File: src/rtl/peripheral_bus_arbiter_pkg.sv
// Shared constants, state encoding and latched-transaction record for the
// peripheral register bus arbiter.
package peripheral_bus_pkg;

   localparam int PB_ADDR_W = 12;
   localparam int PB_DATA_W = 32;
   localparam int PB_SEL_W  = 4;

   typedef enum logic [1:0] {
      PB_IDLE,
      PB_BUS,
      PB_RESPOND
   } pb_state_e;

   typedef struct packed {
      logic                 we;
      logic [PB_ADDR_W-1:0] address;
      logic [PB_SEL_W-1:0]  byte_sel;
      logic [PB_DATA_W-1:0] data_write;
   } pb_txn_t;

   // A single requester still needs a 1-bit grant index.
   function automatic int pb_grant_w(input int n);
      return (n > 1) ? $clog2(n) : 1;
   endfunction

endpackage

File: src/rtl/peripheral_bus_arbiter_if.sv
// Requester handshake plus peripheral bus signals around the arbiter.
// The slave modport is the arbiter's view, master is the surrounding fabric.
interface peripheral_bus_arbiter_if #(
   parameter int REQUESTERS = 2
);
   import peripheral_bus_pkg::*;

   logic [REQUESTERS-1:0]           req_valid;
   logic [REQUESTERS-1:0]           req_we;
   logic [REQUESTERS*PB_ADDR_W-1:0] req_address;
   logic [REQUESTERS*PB_SEL_W-1:0]  req_byteSelect;
   logic [REQUESTERS*PB_DATA_W-1:0] req_dataWrite;
   logic [REQUESTERS-1:0]           req_ack;
   logic [PB_DATA_W-1:0]            req_dataRead;
   logic [REQUESTERS-1:0]           req_error;

   logic                            peripheralBus_we;
   logic                            peripheralBus_oe;
   logic [PB_ADDR_W-1:0]            peripheralBus_address;
   logic [PB_SEL_W-1:0]             peripheralBus_byteSelect;
   logic [PB_DATA_W-1:0]            peripheralBus_dataWrite;
   logic [PB_DATA_W-1:0]            peripheralBus_dataRead;
   logic                            peripheralBus_claimed;

   modport slave (
      input  req_valid, req_we, req_address, req_byteSelect, req_dataWrite,
      output req_ack, req_dataRead, req_error,
      output peripheralBus_we, peripheralBus_oe, peripheralBus_address,
             peripheralBus_byteSelect, peripheralBus_dataWrite,
      input  peripheralBus_dataRead, peripheralBus_claimed
   );

   modport master (
      output req_valid, req_we, req_address, req_byteSelect, req_dataWrite,
      input  req_ack, req_dataRead, req_error,
      input  peripheralBus_we, peripheralBus_oe, peripheralBus_address,
             peripheralBus_byteSelect, peripheralBus_dataWrite,
      output peripheralBus_dataRead, peripheralBus_claimed
   );

endinterface

File: src/rtl/peripheral_bus_arbiter_rr.sv
// Combinational round-robin pick: first valid requester after last_grant_i,
// wrapping modulo N.
module round_robin_arbiter
   import peripheral_bus_pkg::*;
#(
   parameter int N  = 2,
   parameter int GW = pb_grant_w(N)
) (
   input  logic [N-1:0]  valid_i,
   input  logic [GW-1:0] last_grant_i,
   output logic [GW-1:0] grant_o,
   output logic          any_valid_o
);

   logic [GW-1:0] idx;

   // NOTE: every always_comb output gets a default first so no path leaves it unassigned (no latch).
   always_comb begin
      grant_o     = '0;
      idx         = '0;
      any_valid_o = |valid_i;
      // Scan farthest to nearest so the closest valid master after last_grant_i wins.
      for (int off = N; off >= 1; off--) begin
         idx = GW'((int'(last_grant_i) + off) % N);
         if (valid_i[idx]) begin
            grant_o = idx;
         end
      end
   end

endmodule

File: src/rtl/peripheral_bus_arbiter.sv
// Round-robin arbiter for the 12-bit peripheral register bus: IDLE -> BUS -> RESPOND.
// Optional: define PERIPHERAL_BUS_UNCLAIMED_ERROR_EN to flag unclaimed reads on req_error.
module peripheral_bus_arbiter
   import peripheral_bus_pkg::*;
#(
   parameter int REQUESTERS = 2
) (
   input logic                 clk,
   input logic                 rst,
   peripheral_bus_arbiter_if.slave bus
);

   localparam int GW = pb_grant_w(REQUESTERS);

   pb_state_e            state_q, state_d;
   pb_txn_t              txn_q, txn_d;
   logic [GW-1:0]        grant_q, grant_d;
   logic [GW-1:0]        last_grant_q, last_grant_d;
   logic [PB_DATA_W-1:0] rdata_q;
`ifdef PERIPHERAL_BUS_UNCLAIMED_ERROR_EN
   logic                 claimed_q;
`endif

   logic [GW-1:0]        arb_grant;
   logic                 any_valid;

   round_robin_arbiter #(
      .N  (REQUESTERS),
      .GW (GW)
   ) u_rr (
      .valid_i      (bus.req_valid),
      .last_grant_i (last_grant_q),
      .grant_o      (arb_grant),
      .any_valid_o  (any_valid)
   );

   always_comb begin
      state_d      = state_q;
      txn_d        = txn_q;
      grant_d      = grant_q;
      last_grant_d = last_grant_q;

      bus.peripheralBus_we         = 1'b0;
      bus.peripheralBus_oe         = 1'b0;
      bus.peripheralBus_address    = '0;
      bus.peripheralBus_byteSelect = '0;
      bus.peripheralBus_dataWrite  = '0;
      bus.req_ack                  = '0;
      bus.req_dataRead             = '0;
      bus.req_error                = '0;

      unique case (state_q)
         PB_IDLE: begin
            if (any_valid) begin
               grant_d             = arb_grant;
               txn_d.we            = bus.req_we[arb_grant];
               txn_d.address       = bus.req_address[int'(arb_grant)*PB_ADDR_W +: PB_ADDR_W];
               txn_d.byte_sel      = bus.req_byteSelect[int'(arb_grant)*PB_SEL_W +: PB_SEL_W];
               txn_d.data_write    = bus.req_dataWrite[int'(arb_grant)*PB_DATA_W +: PB_DATA_W];
               state_d             = PB_BUS;
            end
         end
         PB_BUS: begin
            bus.peripheralBus_we         = txn_q.we;
            bus.peripheralBus_oe         = ~txn_q.we;
            bus.peripheralBus_address    = txn_q.address;
            bus.peripheralBus_byteSelect = txn_q.byte_sel;
            bus.peripheralBus_dataWrite  = txn_q.we ? txn_q.data_write : '0;
            state_d                      = PB_RESPOND;
         end
         PB_RESPOND: begin
            bus.req_ack[grant_q] = 1'b1;
            if (!txn_q.we) begin
`ifdef PERIPHERAL_BUS_UNCLAIMED_ERROR_EN
               if (claimed_q) begin
                  bus.req_dataRead = rdata_q;
               end else begin
                  bus.req_error[grant_q] = 1'b1;
               end
`else
               bus.req_dataRead = rdata_q;
`endif
            end
            last_grant_d = grant_q;
            state_d      = PB_IDLE;
         end
         default: state_d = PB_IDLE;
      endcase
   end

   // NOTE: sequential state uses non-blocking assignments so all registers update from pre-edge values.
   always_ff @(posedge clk or negedge rst) begin
      if (!rst) begin
         state_q      <= PB_IDLE;
         txn_q        <= '0;
         grant_q      <= '0;
         last_grant_q <= GW'(REQUESTERS - 1);
      end else begin
         state_q      <= state_d;
         txn_q        <= txn_d;
         grant_q      <= grant_d;
         last_grant_q <= last_grant_d;
      end
   end

   // Read data and claim are sampled at the edge that closes the BUS cycle.
   always_ff @(posedge clk or negedge rst) begin
      if (!rst) begin
         rdata_q   <= '0;
`ifdef PERIPHERAL_BUS_UNCLAIMED_ERROR_EN
         claimed_q <= 1'b0;
`endif
      end else if (state_q == PB_BUS) begin
         rdata_q   <= bus.peripheralBus_dataRead;
`ifdef PERIPHERAL_BUS_UNCLAIMED_ERROR_EN
         claimed_q <= bus.peripheralBus_claimed;
`endif
      end
   end

endmodule

File: src/flat_wrapper.sv
// flat-port wrapper written by rule: the top's interface ports become plain ports
module peripheral_bus_arbiter_flat import peripheral_bus_pkg::*;
#(
   parameter int REQUESTERS = 2
)
  (clk, rst, bus_req_valid, bus_req_we, bus_req_address, bus_req_byteSelect, bus_req_dataWrite, bus_req_ack, bus_req_dataRead, bus_req_error, bus_peripheralBus_we, bus_peripheralBus_oe, bus_peripheralBus_address, bus_peripheralBus_byteSelect, bus_peripheralBus_dataWrite, bus_peripheralBus_dataRead, bus_peripheralBus_claimed);
  peripheral_bus_arbiter_if #(.REQUESTERS(REQUESTERS)) bus_i ();
  input logic clk;
  input logic rst;
  input wire logic [$bits(bus_i.req_valid)-1:0] bus_req_valid;
  input wire logic [$bits(bus_i.req_we)-1:0] bus_req_we;
  input wire logic [$bits(bus_i.req_address)-1:0] bus_req_address;
  input wire logic [$bits(bus_i.req_byteSelect)-1:0] bus_req_byteSelect;
  input wire logic [$bits(bus_i.req_dataWrite)-1:0] bus_req_dataWrite;
  output wire logic [$bits(bus_i.req_ack)-1:0] bus_req_ack;
  output wire logic [$bits(bus_i.req_dataRead)-1:0] bus_req_dataRead;
  output wire logic [$bits(bus_i.req_error)-1:0] bus_req_error;
  output wire logic [$bits(bus_i.peripheralBus_we)-1:0] bus_peripheralBus_we;
  output wire logic [$bits(bus_i.peripheralBus_oe)-1:0] bus_peripheralBus_oe;
  output wire logic [$bits(bus_i.peripheralBus_address)-1:0] bus_peripheralBus_address;
  output wire logic [$bits(bus_i.peripheralBus_byteSelect)-1:0] bus_peripheralBus_byteSelect;
  output wire logic [$bits(bus_i.peripheralBus_dataWrite)-1:0] bus_peripheralBus_dataWrite;
  input wire logic [$bits(bus_i.peripheralBus_dataRead)-1:0] bus_peripheralBus_dataRead;
  input wire logic [$bits(bus_i.peripheralBus_claimed)-1:0] bus_peripheralBus_claimed;
  assign bus_i.req_valid = bus_req_valid;
  assign bus_i.req_we = bus_req_we;
  assign bus_i.req_address = bus_req_address;
  assign bus_i.req_byteSelect = bus_req_byteSelect;
  assign bus_i.req_dataWrite = bus_req_dataWrite;
  assign bus_req_ack = bus_i.req_ack;
  assign bus_req_dataRead = bus_i.req_dataRead;
  assign bus_req_error = bus_i.req_error;
  assign bus_peripheralBus_we = bus_i.peripheralBus_we;
  assign bus_peripheralBus_oe = bus_i.peripheralBus_oe;
  assign bus_peripheralBus_address = bus_i.peripheralBus_address;
  assign bus_peripheralBus_byteSelect = bus_i.peripheralBus_byteSelect;
  assign bus_peripheralBus_dataWrite = bus_i.peripheralBus_dataWrite;
  assign bus_i.peripheralBus_dataRead = bus_peripheralBus_dataRead;
  assign bus_i.peripheralBus_claimed = bus_peripheralBus_claimed;
  peripheral_bus_arbiter #(.REQUESTERS(REQUESTERS)) u_core (.clk(clk), .rst(rst), .bus(bus_i));
endmodule
File: config.mk
export PLATFORM = sky130hd
export DESIGN_NAME = peripheral_bus_arbiter_flat
export DESIGN_NICKNAME = d
export VERILOG_FILES = /design/src/rtl/peripheral_bus_arbiter_pkg.sv /design/src/rtl/peripheral_bus_arbiter_if.sv /design/src/rtl/peripheral_bus_arbiter_rr.sv /design/src/rtl/peripheral_bus_arbiter.sv /design/src/flat_wrapper.sv
export SDC_FILE = /design/constraint.sdc
export NUM_CORES = 1
export LEC_CHECK = 0
export CAP_MARGIN = 0
export CORE_ASPECT_RATIO = 0.75
export CORE_MARGIN = 3
export CORE_UTILIZATION = 45
export DETAILED_ROUTE_END_ITERATION = 12
export HOLD_SLACK_MARGIN = 0.1
export PLACE_DENSITY = 0.86
export SLEW_MARGIN = 30
export SYNTH_ARGS = -nofsm -noshare
export SYNTH_HDL_FRONTEND = slang
export SYNTH_SLANG_ARGS = --single-unit
File: constraint.sdc
create_clock -name clk -period 3.26 [get_ports clk]
set_input_delay 0.652 -clock clk [delete_from_list [all_inputs] [get_ports clk]]
set_output_delay 0.652 -clock clk [all_outputs]
set_load 0.01 [all_outputs]
==> results of run 1 <==
-- kinds of logic after synthesis --
| kind of cell | after synthesis | share of synthesized area (%) |
|---|---|---|
| other | 1 | 0.0783 |
| buffers and inverters | 29 | 5.17 |
| muxes | 131 | 38.5 |
| AOI/OAI and AO/OA | 2 | 0.366 |
| and+or+nand+nor | 89 | 11.5 |
| DFF | 85 | 44.4 |
-- stage by stage --
step	hold slack [ns]	power [mW]
after floorplan	0.356	3.69
final	0.372	5.82
after CTS	0.414	5.89
after global routing	0.446	6.16
after global placement	0.480	4.63
after detailed placement	0.486	4.72
-- layout by cell type, fill, tap and decap left out, drive strengths merged --
master,instances
and3,32
nand2b,1
nor2,4
conb,2
dfstp,1
a21bo,1
nor2b,2
clkinvlp,1
and2,49
dfrtp,84
inv,1
nor3,1
bufinv,3
clkdlybuf4s50,216
buf,7
mux2,130
clkbuf,11
mux2i,1
a21o,1
-- sequential cells by signal, summed over array words and instances, names as in the netlist --
signal               cells
u_core.last_grant_q      1
u_core.state_q           2
u_core.rdata_q          32
u_core.grant_q           1
u_core.txn_q            49
-- layer usage --
layer / part of all wire, % / wire, µm / vias to the layer above / GRT usage [%]
met1: 41 / 4930 / 1611 / 24.6
met4: 1.2 / 138 / 0 / 4.60
met3: 9.2 / 1100 / 15 / 7.78
met2: 48 / 5800 / 158 / 34.6
li1: - / - / 1568 / -
met5: 0 / 0 / - / 0
-- cell type report --
class | instances | area share (%)
inverters | 1 | 0.0513
clock buffers | 11 | 3.18
repair buffers | 223 | 30.8
multi-input cells | 224 | 33.3
flip-flops and latches | 85 | 29.1
clock inverters | 4 | 1.33
well taps | 132 | 2.26
-- report_power, final --
| part | switching, mW | total [mW] | leakage (nW) | internal [mW] |
|---|---|---|---|---|
| Sequential | 0.284 | 1.89 | 0.992 | 1.61 |
| Combinational | 1.03 | 2.80 | 2.15 | 1.76 |
| Clock | 0.387 | 1.13 | 0.156 | 0.745 |
| Total | 1.70 | 5.82 | 3.30 | 4.12 |
-- how the worst min path moves through the flow --
stage                     slack (ns)                 end              start  cells past startpoint
after global placement          0.48   u_core.rdata_q[5]  u_core.rdata_q[5]                      1
after CTS                       0.41    u_core.txn_q[13]                rst                      1
after global routing            0.45  u_core.rdata_q[15]                rst                      1
after floorplan                 0.36      u_core.grant_q                rst                      0
final                           0.37  u_core.rdata_q[15]                rst                      1
after detailed placement        0.49    u_core.txn_q[15]   u_core.txn_q[15]                      1
-- critical path: cells and delay by family (launching register included) --
family,cells,cell delay (ns)
flops,1,0.42
simple gates,3,0.50
buf+inv,2,0.82
==> impl_metrics.py, run 1 <==
metrics = {
    "finish": {
        "design_area_mm2": 0.00732,
        "instances_no_fill": 680,
        "regArea_mm2": 0.00213,
        "diodes": 0,
        "drive_gt1_share_pct": 28.1,
        "fin_nets": 679,
        "utilization_pct": 73.2,
        "areaGrowthSynthToFinish_pct": 52.8,
        "fillers": 668,
        "multiInputGateArea_mm2": 0.00244,
    },
    "min_path": {
        "worstHoldPathType": "in -> async",
    },
    "floorplan": {
        "ios": 221,
        "die_h_um": 95.3,
        "dieArea_mm2": 0.0119,
        "start_util_pct": 47.9,
        "fp.dieW_um": 125,
        "core_mm2": 0.0100,
        "rows": 31,
    },
    "synthesis": {
        "syn_area_mm2": 0.00479,
        "ys.flop_type": "dfrtp_1",
        "ys_seq_area_share_pct": 44.4,
        "yosysUniqueCellTypes": 20,
        "synth_area_leaders": "dfrtp_1, mux2_4, mux2_2",
        "synth.most_common_cell": "mux2_4",
        "synth.top_cell.area_share_pct": 43.9,
        "avgSynthCellArea_um2": 14.2,
        "postSynth.asyncResetShare_pct": 100,
        "synthTopCellsByCount": "mux2_4, dfrtp_1, and2_1, and3_1, mux2_2",
        "synth_edf_count": 0,
        "ys_warn_count": 0,
        "synth-seq-cells": 85,
        "yosysTopAreaCell": "dfrtp_1",
        "postSynthCellCount": 337,
    },
    "setup_path": {
        "startpoint_type": "flop",
        "cp-end-kind": "output pin",
        "r2r-end": "u_core.txn_q[14]",
        "worst_ep_required_time_ns": 2.61,
        "worstRegToRegCells": 4,
        "worstPathArrival_ns": 2.07,
        "setup.worst_path.class": "reg -> out",
        "regToRegSetupSlack_ns": 1.51,
        "slowest_stage": "clkdlybuf4s50_1",
        "cp_cell_sequence": "nand2b_1 > nor2_1 > buf_4 > and2_1 > clkdlybuf4s50_1",
        "worstPathMaxFanout": 32,
        "critical-path-max-stage-delay_ns": 0.55,
        "critPathCapture": "bus_req_dataRead[1]",
        "r2r_start": "u_core.last_grant_q",
        "startpoint": "u_core.state_q[0]",
    },
    "status": {
        "outcome": "finished, final reports clean",
    },
    "sta": {
        "clock_skew_ns": 0.00879,
        "tightest_slew_ns": 0.777,
        "max_freq_mhz": 368,
        "max_slew_margin_pct": 48.2,
        "final.period_utilization_pct": 83.4,
        "finalSetupViolCount": 0,
        "min_period_ns": 2.72,
        "finalMaxSlewViolations": 0,
        "tns_ns": 0,
        "layout_setup_ws_ns": 0.541,
        "rsz0062_at_grt": "no",
        "hold_viol": 0,
    },
    "place": {
        "dp_hpwl_um": 8730,
        "numPlacedInstances": 665,
        "place.gp.congestion": 0.789,
        "post-place-ws_ns": 0.834,
        "dpl_cell_area_mm2": 0.00699,
        "portBuffers": 217,
    },
    "run": {
        "maxCapViolCount": 0,
    },
    "detailed_routing": {
        "drcViolationCount": 0,
        "dr.pass1.iters": 4,
        "final_antenna_net_count": 0,
        "first_iter_violations": 113,
        "wire_per_inst_um": 17.6,
        "vias": 3352,
        "via_per_inst": 4.93,
        "wirelength_um": 12000,
    },
    "clock_network": {
        "cts_setup_buffers": 0,
        "htreeDepth": 3,
        "insertion_delay_ns": 0.33,
        "clock-root-buffer": "clkbuf_16",
        "clockBufferDepth": 2,
        "cts.repair.resized": 0,
        "cts_tree": "built",
        "hold_buffers": 0,
        "cts_buffers": 9,
        "clkSinkCount": 85,
        "clkTransAtPathRegs_ns": 0.06,
    },
    "global_route": {
        "grt_pass1_wl_um": 19300,
        "grt_pass1_vias": 3682,
        "grt_max_degree": 86,
        "antenna_found_initial": 0,
        "grt-ovfl-total": 0,
        "grt_util_all_layers_pct": 20.2,
    },
    "pwr": {
        "leakagePower_nw": 3.30,
        "peakVddDrop_v": 0.000462,
        "power-per-cell-area_mw_per_mm2": 795,
    },
}
Power figures use the tool's default switching activity.
==> run 2, diff against run 1 <==
- CORE_UTILIZATION: 45 -> 38
- PLACE_DENSITY: 0.86 -> 0.78
- clock period: 3.26 -> 2.34 ns (I/O delays scaled with it)
==> run 2 against run 1 <==
Effect of this change:
- worst setup slack got worse by 0.40 ns
- sequential power rose by 40%
- cell count rose by 6.3%
- clock-buffer cell count did not move
- power rose by 39%
- via count up 0.54%
- first-iteration DRC count fell by 12%
- core utilization decreased by 11 points
- largest power group unchanged
==> impl_metrics.py, run 2 (synthesis gave the netlist of run 1 again) <==
metrics = {
    "status": {
        "outcome": "finished, final reports clean",
    },
    "clock_network": {
        "cts_buffers": 9,
        "clkSinkCount": 85,
        "clock-root-buffer": "clkbuf_16",
        "clkTransAtPathRegs_ns": 0.06,
        "insertion_delay_ns": 0.33,
        "hold_buffers": 0,
        "cts_tree": "built",
        "htreeDepth": 3,
        "clockBufferDepth": 2,
    },
    "detailed_routing": {
        "dr.pass1.iters": 4,
        "wire_per_inst_um": 16.9,
        "via_per_inst": 4.66,
        "final_antenna_net_count": 0,
        "vias": 3370,
        "first_iter_violations": 99,
        "drcViolationCount": 0,
        "wirelength_um": 12200,
    },
    "place": {
        "portBuffers": 217,
        "dp_hpwl_um": 8860,
        "place.gp.congestion": 0.734,
        "post-place-ws_ns": 0.158,
    },
    "finish": {
        "diodes": 0,
        "regMostFlops": "u_core.txn_q",
        "drive_gt1_share_pct": 30.7,
        "utilization_pct": 62.5,
        "largest_registers": "u_core.txn_q x49, u_core.rdata_q x32, u_core.state_q x2",
        "fin_nets": 691,
        "largest_reg_flops": 49,
        "areaGrowthSynthToFinish_pct": 56.0,
        "fillers": 956,
        "final_cell_mix": "clkdlybuf4s50_1, mux2_4, dfrtp_1",
        "final_common_cell": "clkdlybuf4s50_1",
    },
    "floorplan": {
        "dieArea_mm2": 0.0140,
        "start_util_pct": 40.1,
        "fp.dieW_um": 136,
        "rows": 34,
        "core_mm2": 0.0120,
        "ios": 221,
        "die_h_um": 103,
    },
    "pwr": {
        "seqPwrFrac_pct": 32.6,
        "peakVddDrop_v": 0.000522,
        "power-per-cell-area_mw_per_mm2": 1090,
        "clock_power_share_pct": 19.2,
        "leakagePower_nw": 3.77,
        "sw_frac_of_total_pct": 30.1,
        "netSwitchingPower_mw": 2.45,
        "p_int_mw": 5.67,
        "comb_power_share_pct": 48.2,
    },
    "sta": {
        "layout_setup_ws_ns": 0.136,
        "rsz0062_at_grt": "no",
        "finalSetupViolCount": 0,
        "max_freq_mhz": 454,
        "min_period_ns": 2.20,
        "tns_ns": 0,
        "final.period_utilization_pct": 94.2,
        "finalMaxSlewViolations": 0,
        "max_slew_margin_pct": 61.5,
        "clock_skew_ns": 0.00690,
        "tightest_slew_ns": 0.577,
        "hold_viol": 0,
    },
    "setup_path": {
        "setup.worst_path.class": "reg -> out",
        "cp-end-kind": "output pin",
        "startpoint_type": "flop",
        "worstPathArrival_ns": 1.74,
        "worst_ep_required_time_ns": 1.87,
        "worstPathMaxFanout": 16,
    },
    "global_route": {
        "grt_max_degree": 45,
        "grt_pass1_wl_um": 19300,
        "grt_pass1_vias": 3618,
        "antenna_found_initial": 0,
        "grt-ovfl-total": 0,
        "grt_util_all_layers_pct": 17.6,
    },
    "run": {
        "maxCapViolCount": 0,
    },
    "min_path": {
        "worstHoldPathType": "in -> async",
    },
}
run 2: cell count changes in the layout (fill, tap and decap cells not counted), sizes merged:
cell / before / now
buf: 7 / 18
dlygate4sd2: 0 / 82
bufinv: 3 / 2
clkinvlp: 1 / 0
bufbuf: 0 / 1
clkinv: 0 / 3
clkdlybuf4s50: 216 / 134
run 2: timing repair:
item                       CTS  global route
gates resized for setup     87             0
setup endpoints to repair   74             0
hold endpoints to repair     0             0
setup buffers                5             0
run 2: path summary, 6_finish.rpt:
kind                                      from              endpoint  slack [ns]  depth (start not counted)
setup / recovery             u_core.state_q[0]  bus_req_dataRead[22]        0.14                          5
setup reg to reg           u_core.last_grant_q      u_core.txn_q[42]        0.69                          4
min in group clk            u_core.rdata_q[26]    u_core.rdata_q[26]        0.50                          1
max in group asynchronous                  rst   u_core.last_grant_q        1.51                          2
hold reg to reg             u_core.rdata_q[26]    u_core.rdata_q[26]        0.50                          1
hold / removal                             rst      u_core.txn_q[11]        0.14                          1
run 2: metrics by stage:
step                hold slack [ns]  instances  cell area (µm²)  power, mW
CTS                           0.150        723             7470       8.23
global route                  0.166        723             7470       8.62
detailed placement            0.486        700             7110       6.67
global placement              0.480        700             7110       6.56
finish                        0.136        723             7470       8.12
floorplan                     0.172        338             4790       5.14
run 2: critical path: stages, from the launching register on:
cell and delay (ns):
dfrtp_1 0.39, nand2b_4 0.17, nor2_4 0.12, bufbuf_16 0.29, and2_1 0.14, dlygate4sd2_1 0.29
run 2: power groups by stage:
stage               Combinational, mW  Clock [mW]  Sequential [mW]
CTS                              3.98        1.61             2.65
detailed placement               4.03           0             2.64
global placement                 3.95           0             2.60
global route                     4.21        1.67             2.74
floorplan                        2.64           0             2.50
finish                           3.91        1.56             2.64
run 2: routing by layer:
metal	part of all wire, %	track usage, %	vias to the layer above	wire length [µm]
met5	0	0	-	0
met4	0.86	4.26	0	105
met3	10	6.67	8	1220
met2	47	28.9	159	5740
met1	42	22.4	1602	5130
li1	-	-	1601	-
run 2: layout make-up:
| cell class | count | area (µm²) | share of cell area [%] |
|---|---|---|---|
| repair buffers | 235 | 2350 | 31.4 |
| clock inverters | 5 | 82.6 | 1.11 |
| inverters | 1 | 3.75 | 0.0502 |
| well taps | 162 | 203 | 2.71 |
| multi-input cells | 224 | 2450 | 32.8 |
| flip-flops and latches | 85 | 2130 | 28.5 |
| clock buffers | 11 | 253 | 3.38 |
==> run 3, diff against run 2 <==
- ABC_AREA: unset -> 1
- PLACE_DENSITY: 0.78 -> 0.77
==> run 3 against run 2 <==
Effect of this change:
- sequential power down 2%
- critical path depth is the same
- worst setup slack worse by 0.065 ns
- first-iteration DRC count increased to 3.2 times the previous value
- non-clock buffer count stayed put
- wire length grew 22%
- sequential share of layout area is 0.46 points lower
- clock skew decreased by 0.0042 ns
==> impl_metrics.py, run 3 <==
metrics = {
    "pwr": {
        "power-per-cell-area_mw_per_mm2": 1030,
        "sw_frac_of_total_pct": 40.2,
        "comb_power_share_pct": 47.0,
        "p_int_mw": 4.67,
        "power_mw": 7.81,
        "leakagePower_nw": 4.65,
        "seqPwrFrac_pct": 33.3,
        "peakVddDrop_v": 0.000542,
        "netSwitchingPower_mw": 3.14,
        "clock_power_share_pct": 19.7,
    },
    "floorplan": {
        "die_h_um": 104,
        "rows": 35,
        "ios": 221,
        "core_mm2": 0.0124,
        "fp.dieW_um": 136,
        "start_util_pct": 39.2,
        "dieArea_mm2": 0.0142,
    },
    "global_route": {
        "grt_util_all_layers_pct": 20.7,
        "antenna_found_initial": 0,
        "grt_pass1_vias": 4695,
        "grt-ovfl-total": 0,
        "grt_max_degree": 51,
        "grt_pass1_wl_um": 23600,
    },
    "finish": {
        "multiInputGateArea_mm2": 0.00205,
        "largest_registers": "u_core.txn_q x49, u_core.rdata_q x32, u_core.state_q x2",
        "regMostFlops": "u_core.txn_q",
        "areaGrowthSynthToFinish_pct": 56.5,
        "final_common_cell": "nand2_1",
        "final_cell_mix": "nand2_1, clkdlybuf4s50_1, inv_1",
        "design_area_mm2": 0.00759,
        "regArea_mm2": 0.00213,
        "drive_gt1_share_pct": 4.38,
        "fillers": 1140,
        "diodes": 0,
        "largest_reg_flops": 49,
        "fin_nets": 1090,
    },
    "clock_network": {
        "insertion_delay_ns": 0.34,
        "clkSinkCount": 85,
        "clock-root-buffer": "clkbuf_16",
        "clkTransAtPathRegs_ns": 0.06,
        "clockBufferDepth": 2,
        "cts_tree": "built",
        "cts_buffers": 9,
        "htreeDepth": 3,
    },
    "run": {
        "maxCapViolCount": 0,
    },
    "setup_path": {
        "startpoint_type": "flop",
        "r2r_start": "u_core.state_q[0]",
        "worstPathMaxFanout": 31,
        "startpoint": "u_core.state_q[1]",
        "worst_ep_required_time_ns": 1.87,
        "setup.worst_path.class": "reg -> out",
        "worstRegToRegCells": 6,
        "worstPathArrival_ns": 1.80,
        "cp-end-kind": "output pin",
    },
    "min_path": {
        "whs_path_depth": 2,
        "hp-start": "u_core.rdata_q[24]",
        "worstHoldPathType": "reg -> reg",
    },
    "sta": {
        "final.period_utilization_pct": 97.0,
        "timing.hold.ws_ns": 0.472,
        "max_freq_mhz": 441,
        "layout_setup_ws_ns": 0.0711,
        "finalMaxSlewViolations": 0,
        "min_period_ns": 2.27,
        "tns_ns": 0,
        "clock_skew_ns": 0.00274,
        "finalSetupViolCount": 0,
        "rsz0062_at_grt": "no",
        "hold_viol": 0,
    },
    "detailed_routing": {
        "vias": 5115,
        "final_antenna_net_count": 0,
        "dr.pass1.iters": 4,
        "via_per_inst": 4.54,
        "drcViolationCount": 0,
        "wire_per_inst_um": 13.2,
        "first_iter_violations": 314,
        "wirelength_um": 14900,
    },
    "synthesis": {
        "synth_edf_count": 0,
        "ys_seq_area_share_pct": 43.9,
        "ys_warn_count": 0,
        "synthMuxAreaShare_pct": 0,
        "synth_area_leaders": "dfrtp_1, nand2_1, nand3_1",
        "syn_area_mm2": 0.00485,
        "postSynthCellCount": 757,
        "yosysTopAreaCell": "dfrtp_1",
        "synth_top_family_by_area": "simple AND/OR/NAND/NOR gates",
        "yosys.area_share.simple_pct": 41.3,
        "postSynth.asyncResetShare_pct": 100,
        "synth-seq-cells": 85,
        "ys.flop_type": "dfrtp_1",
        "synth_adder_area_share_pct": 0,
        "synth_xor_area_share_pct": 0,
        "synthTopCellsByCount": "nand2_1, inv_1, nand3_1, nor2_1, dfrtp_1",
        "synth.top_cell.area_share_pct": 43.3,
        "synth.most_common_cell": "nand2_1",
        "avgSynthCellArea_um2": 6.41,
        "synth_compound_area_share_pct": 0.387,
        "yosysUniqueCellTypes": 16,
    },
    "place": {
        "dp_hpwl_um": 10400,
        "dpl_cell_area_mm2": 0.00719,
        "post-place-ws_ns": 0.310,
        "place.gp.congestion": 0.792,
        "portBuffers": 217,
    },
    "status": {
        "outcome": "finished, final reports clean",
    },
}
-- run 3: layout make-up --
cell class,instances,area share [%]
tap,166,2.74
multi-input combinational,504,27.0
timing repair buffer,235,32.1
clock inverter,5,1.10
inverter,120,5.93
clock buffer,11,3.06
sequential,85,28.0
-- run 3: through the flow --
step	std cells	utilization, %
final	1126	61.3
after global routing	1126	61.3
after CTS	1126	60.5
after detailed placement	1109	58.0
after global placement	1109	58.0
after floorplan	758	-
-- run 3: metal layers --
metal,track usage [%],vias up,wire (µm)
met2,32.9,159,6660
met3,5.95,17,1230
li1,-,2610,-
met4,5.40,0,238
met1,27.7,2329,6780
met5,0,-,0
-- run 3: worst paths after layout --
check	slack, ns	to
worst max-delay path	0.07	bus_peripheralBus_dataWrite[3]
worst min-delay path	0.47	u_core.rdata_q[24]
worst max register to register	0.98	u_core.txn_q[1]
worst min register to register	0.47	u_core.rdata_q[24]
max in group asynchronous	1.08	u_core.txn_q[30]
min in group asynchronous	0.64	u_core.rdata_q[3]
-- run 3: cell families (layout without fill, tap and decap cells) --
logic type / after synthesis / in the layout
AO/OA/AOI/OAI: 3 / 3
other: 1 / 2
buffers and inverters: 169 / 371
flip-flops: 85 / 85
AND/OR/NAND/NOR: 499 / 499
-- run 3: timing repair --
action / CTS / global route
resized for setup: 23 / 41
hold buffers: 1 / 0
setup endpoints to repair: 50 / 61
buffers inserted: 0 / 0
endpoints found under the hold margin: 3 / 0
-- run 3: worst max-delay path: stages, from the launching register on --
cell             delay (ns)
dfrtp_2                0.43
nor2_4                 0.15
inv_2                  0.08
buf_12                 0.17
nor2_1                 0.09
clkdlybuf4s50_1        0.54
-- run 3: power by group through the flow --
stage | logic [mW] | clock network, mW | registers, mW
2_1_floorplan | 2.29 | 0 | 2.52
3_3_place_gp | 3.75 | 0 | 2.59
3_5_place_dp | 3.82 | 0 | 2.60
4_1_cts | 3.76 | 1.57 | 2.59
5_1_grt | 4.16 | 1.62 | 2.70
6_report | 3.67 | 1.54 | 2.60
==> edit: new RTL, config.mk and constraints of run 3 <==
Add a define of `PERIPHERAL_BUS_UNCLAIMED_ERROR_EN`.
--- a/src/rtl/peripheral_bus_arbiter.sv
+++ b/src/rtl/peripheral_bus_arbiter.sv
@@ -1,5 +1,7 @@
 // Round-robin arbiter for the 12-bit peripheral register bus: IDLE -> BUS -> RESPOND.
 // Optional: define PERIPHERAL_BUS_UNCLAIMED_ERROR_EN to flag unclaimed reads on req_error.
+`define PERIPHERAL_BUS_UNCLAIMED_ERROR_EN
+
 module peripheral_bus_arbiter
    import peripheral_bus_pkg::*;
 #(
Function: changed (a bounded check fails within 4 cycles, from zero or initial values and one cycle with rst low).
==> edit against run 3 <==
Synthesized area increased by 1.0%. Sequential share of layout area barely moved. Power shrank 1.7%. Cell area grew 1.1%. Routed wire length decreased by 1.9%. Cell count grew 1.2%. Worst setup slack gained 0.73 ps. Via count grew 0.35%. Sequential cell count rose by 1. Non-clock buffer count is 7 higher. Largest power group unchanged.
==> edit: results <==
export IMPL_synth_compound_area_share_pct=0.281
export IMPL_clk_share_pct=4.17
export IMPL_met2_usage_pct=33.0
export IMPL_clockBufferCount=9
export IMPL_nonClkBufAreaFrac_pct=32.2
export IMPL_first_iter_violations=259
export IMPL_grt_pass1_vias=4741
export IMPL_status="complete, no violations"
export IMPL_rr_startpoint="u_core.state_q[0]"
export IMPL_antenna_found_initial=0
export IMPL_met2WireLength_mm=6.75
export IMPL_synth_area_leaders="dfrtp_1, nand2_1, nand3_1, inv_1, nor2_1"
export IMPL_max_clock_freq_mhz=441
export IMPL_met3_usage_pct=6.77
export IMPL_r2r_slack_ps=960
export IMPL_drive_gt1_share_pct=5.14
export IMPL_routed_wl_met3_mm=1.47
export IMPL_num_vias=5133
export IMPL_reg2regPathDepth=7
export IMPL_grt_usage_pct=20.3
export IMPL_seq_area_frac_synth_pct=43.9
export IMPL_whs_endpoint="u_core.rdata_q[6]"
export IMPL_place_hpwl_mm=10.5
export IMPL_signal_buffers=242
export IMPL_grt_pass1_wl_mm=23.4
export IMPL_place_ws_ps=229
export IMPL_p_leak_uw=0.00476
export IMPL_reg2reg_to="u_core.rdata_q[30]"
export IMPL_first_pass_iters=5
export IMPL_fillCellCount=1160
export IMPL_cp_endpoint="bus_peripheralBus_dataWrite[4]"
export IMPL_multi_input_gates=508
export IMPL_grt_max_degree=64
export IMPL_worst_path_max_fanout=23
export IMPL_portBuffers=220
export IMPL_min_from="u_core.rdata_q[6]"
export IMPL_synth_cell_types=17
export IMPL_m1WireLength_mm=6.25
export IMPL_maxUsedRoutingLayer="met4"
export IMPL_routed_wl_mm=14.6
export IMPL_seq_share_pct=28.1
export IMPL_clock_root_buffer="clkbuf_16"
export IMPL_clock_skew_ps=4.84
export IMPL_synth_commonest_cells="nand2_1, inv_1, nand3_1, dfrtp_1, nor2_1"
export IMPL_gp_congestion=0.821
export IMPL_met1_usage_pct=26.2
export IMPL_numSequentialCells=86
export IMPL_vdd_ir_drop_max_uv=637
export IMPL_clkTransAtPathRegs_ps=60
export IMPL_inv_count=121
export IMPL_nNetsFinal=1103
==> edit: cell count changes after synthesis, moves of 3 or more <==
cell	change
buf_4	+5
buf_1	+3
nand2_1	+6
buf_2	-10
==> edit: what timing repair did <==
item | in CTS | in global routing
gates cloned | 0 | 0
gates resized for setup | 45 | 40
hold endpoints to repair | 23 | 0
hold buffers | 1 | 0
endpoints found under the setup margin | 75 | 43
==> edit: through the flow <==
| step | hold slack [ps] | std cells | setup TNS [ps] | utilization, % | instance area [um2] |
|---|---|---|---|---|---|
| after floorplan | 172 | 762 | 0 | - | 4900 |
| after global placement | 391 | 1122 | 0 | 58.6 | 7280 |
| after detailed placement | 395 | 1122 | 0 | 58.6 | 7280 |
| after CTS | 475 | 1139 | -19.9 | 60.9 | 7570 |
| after global routing | 486 | 1139 | -18.0 | 61.7 | 7670 |
| final | 471 | 1139 | 0 | 61.7 | 7670 |
==> edit: report_power, final <==
part           internal (uW)  switching [uW]
registers               2240             428
logic                   1420            2050
clock network            938             586
total                   4610            3070
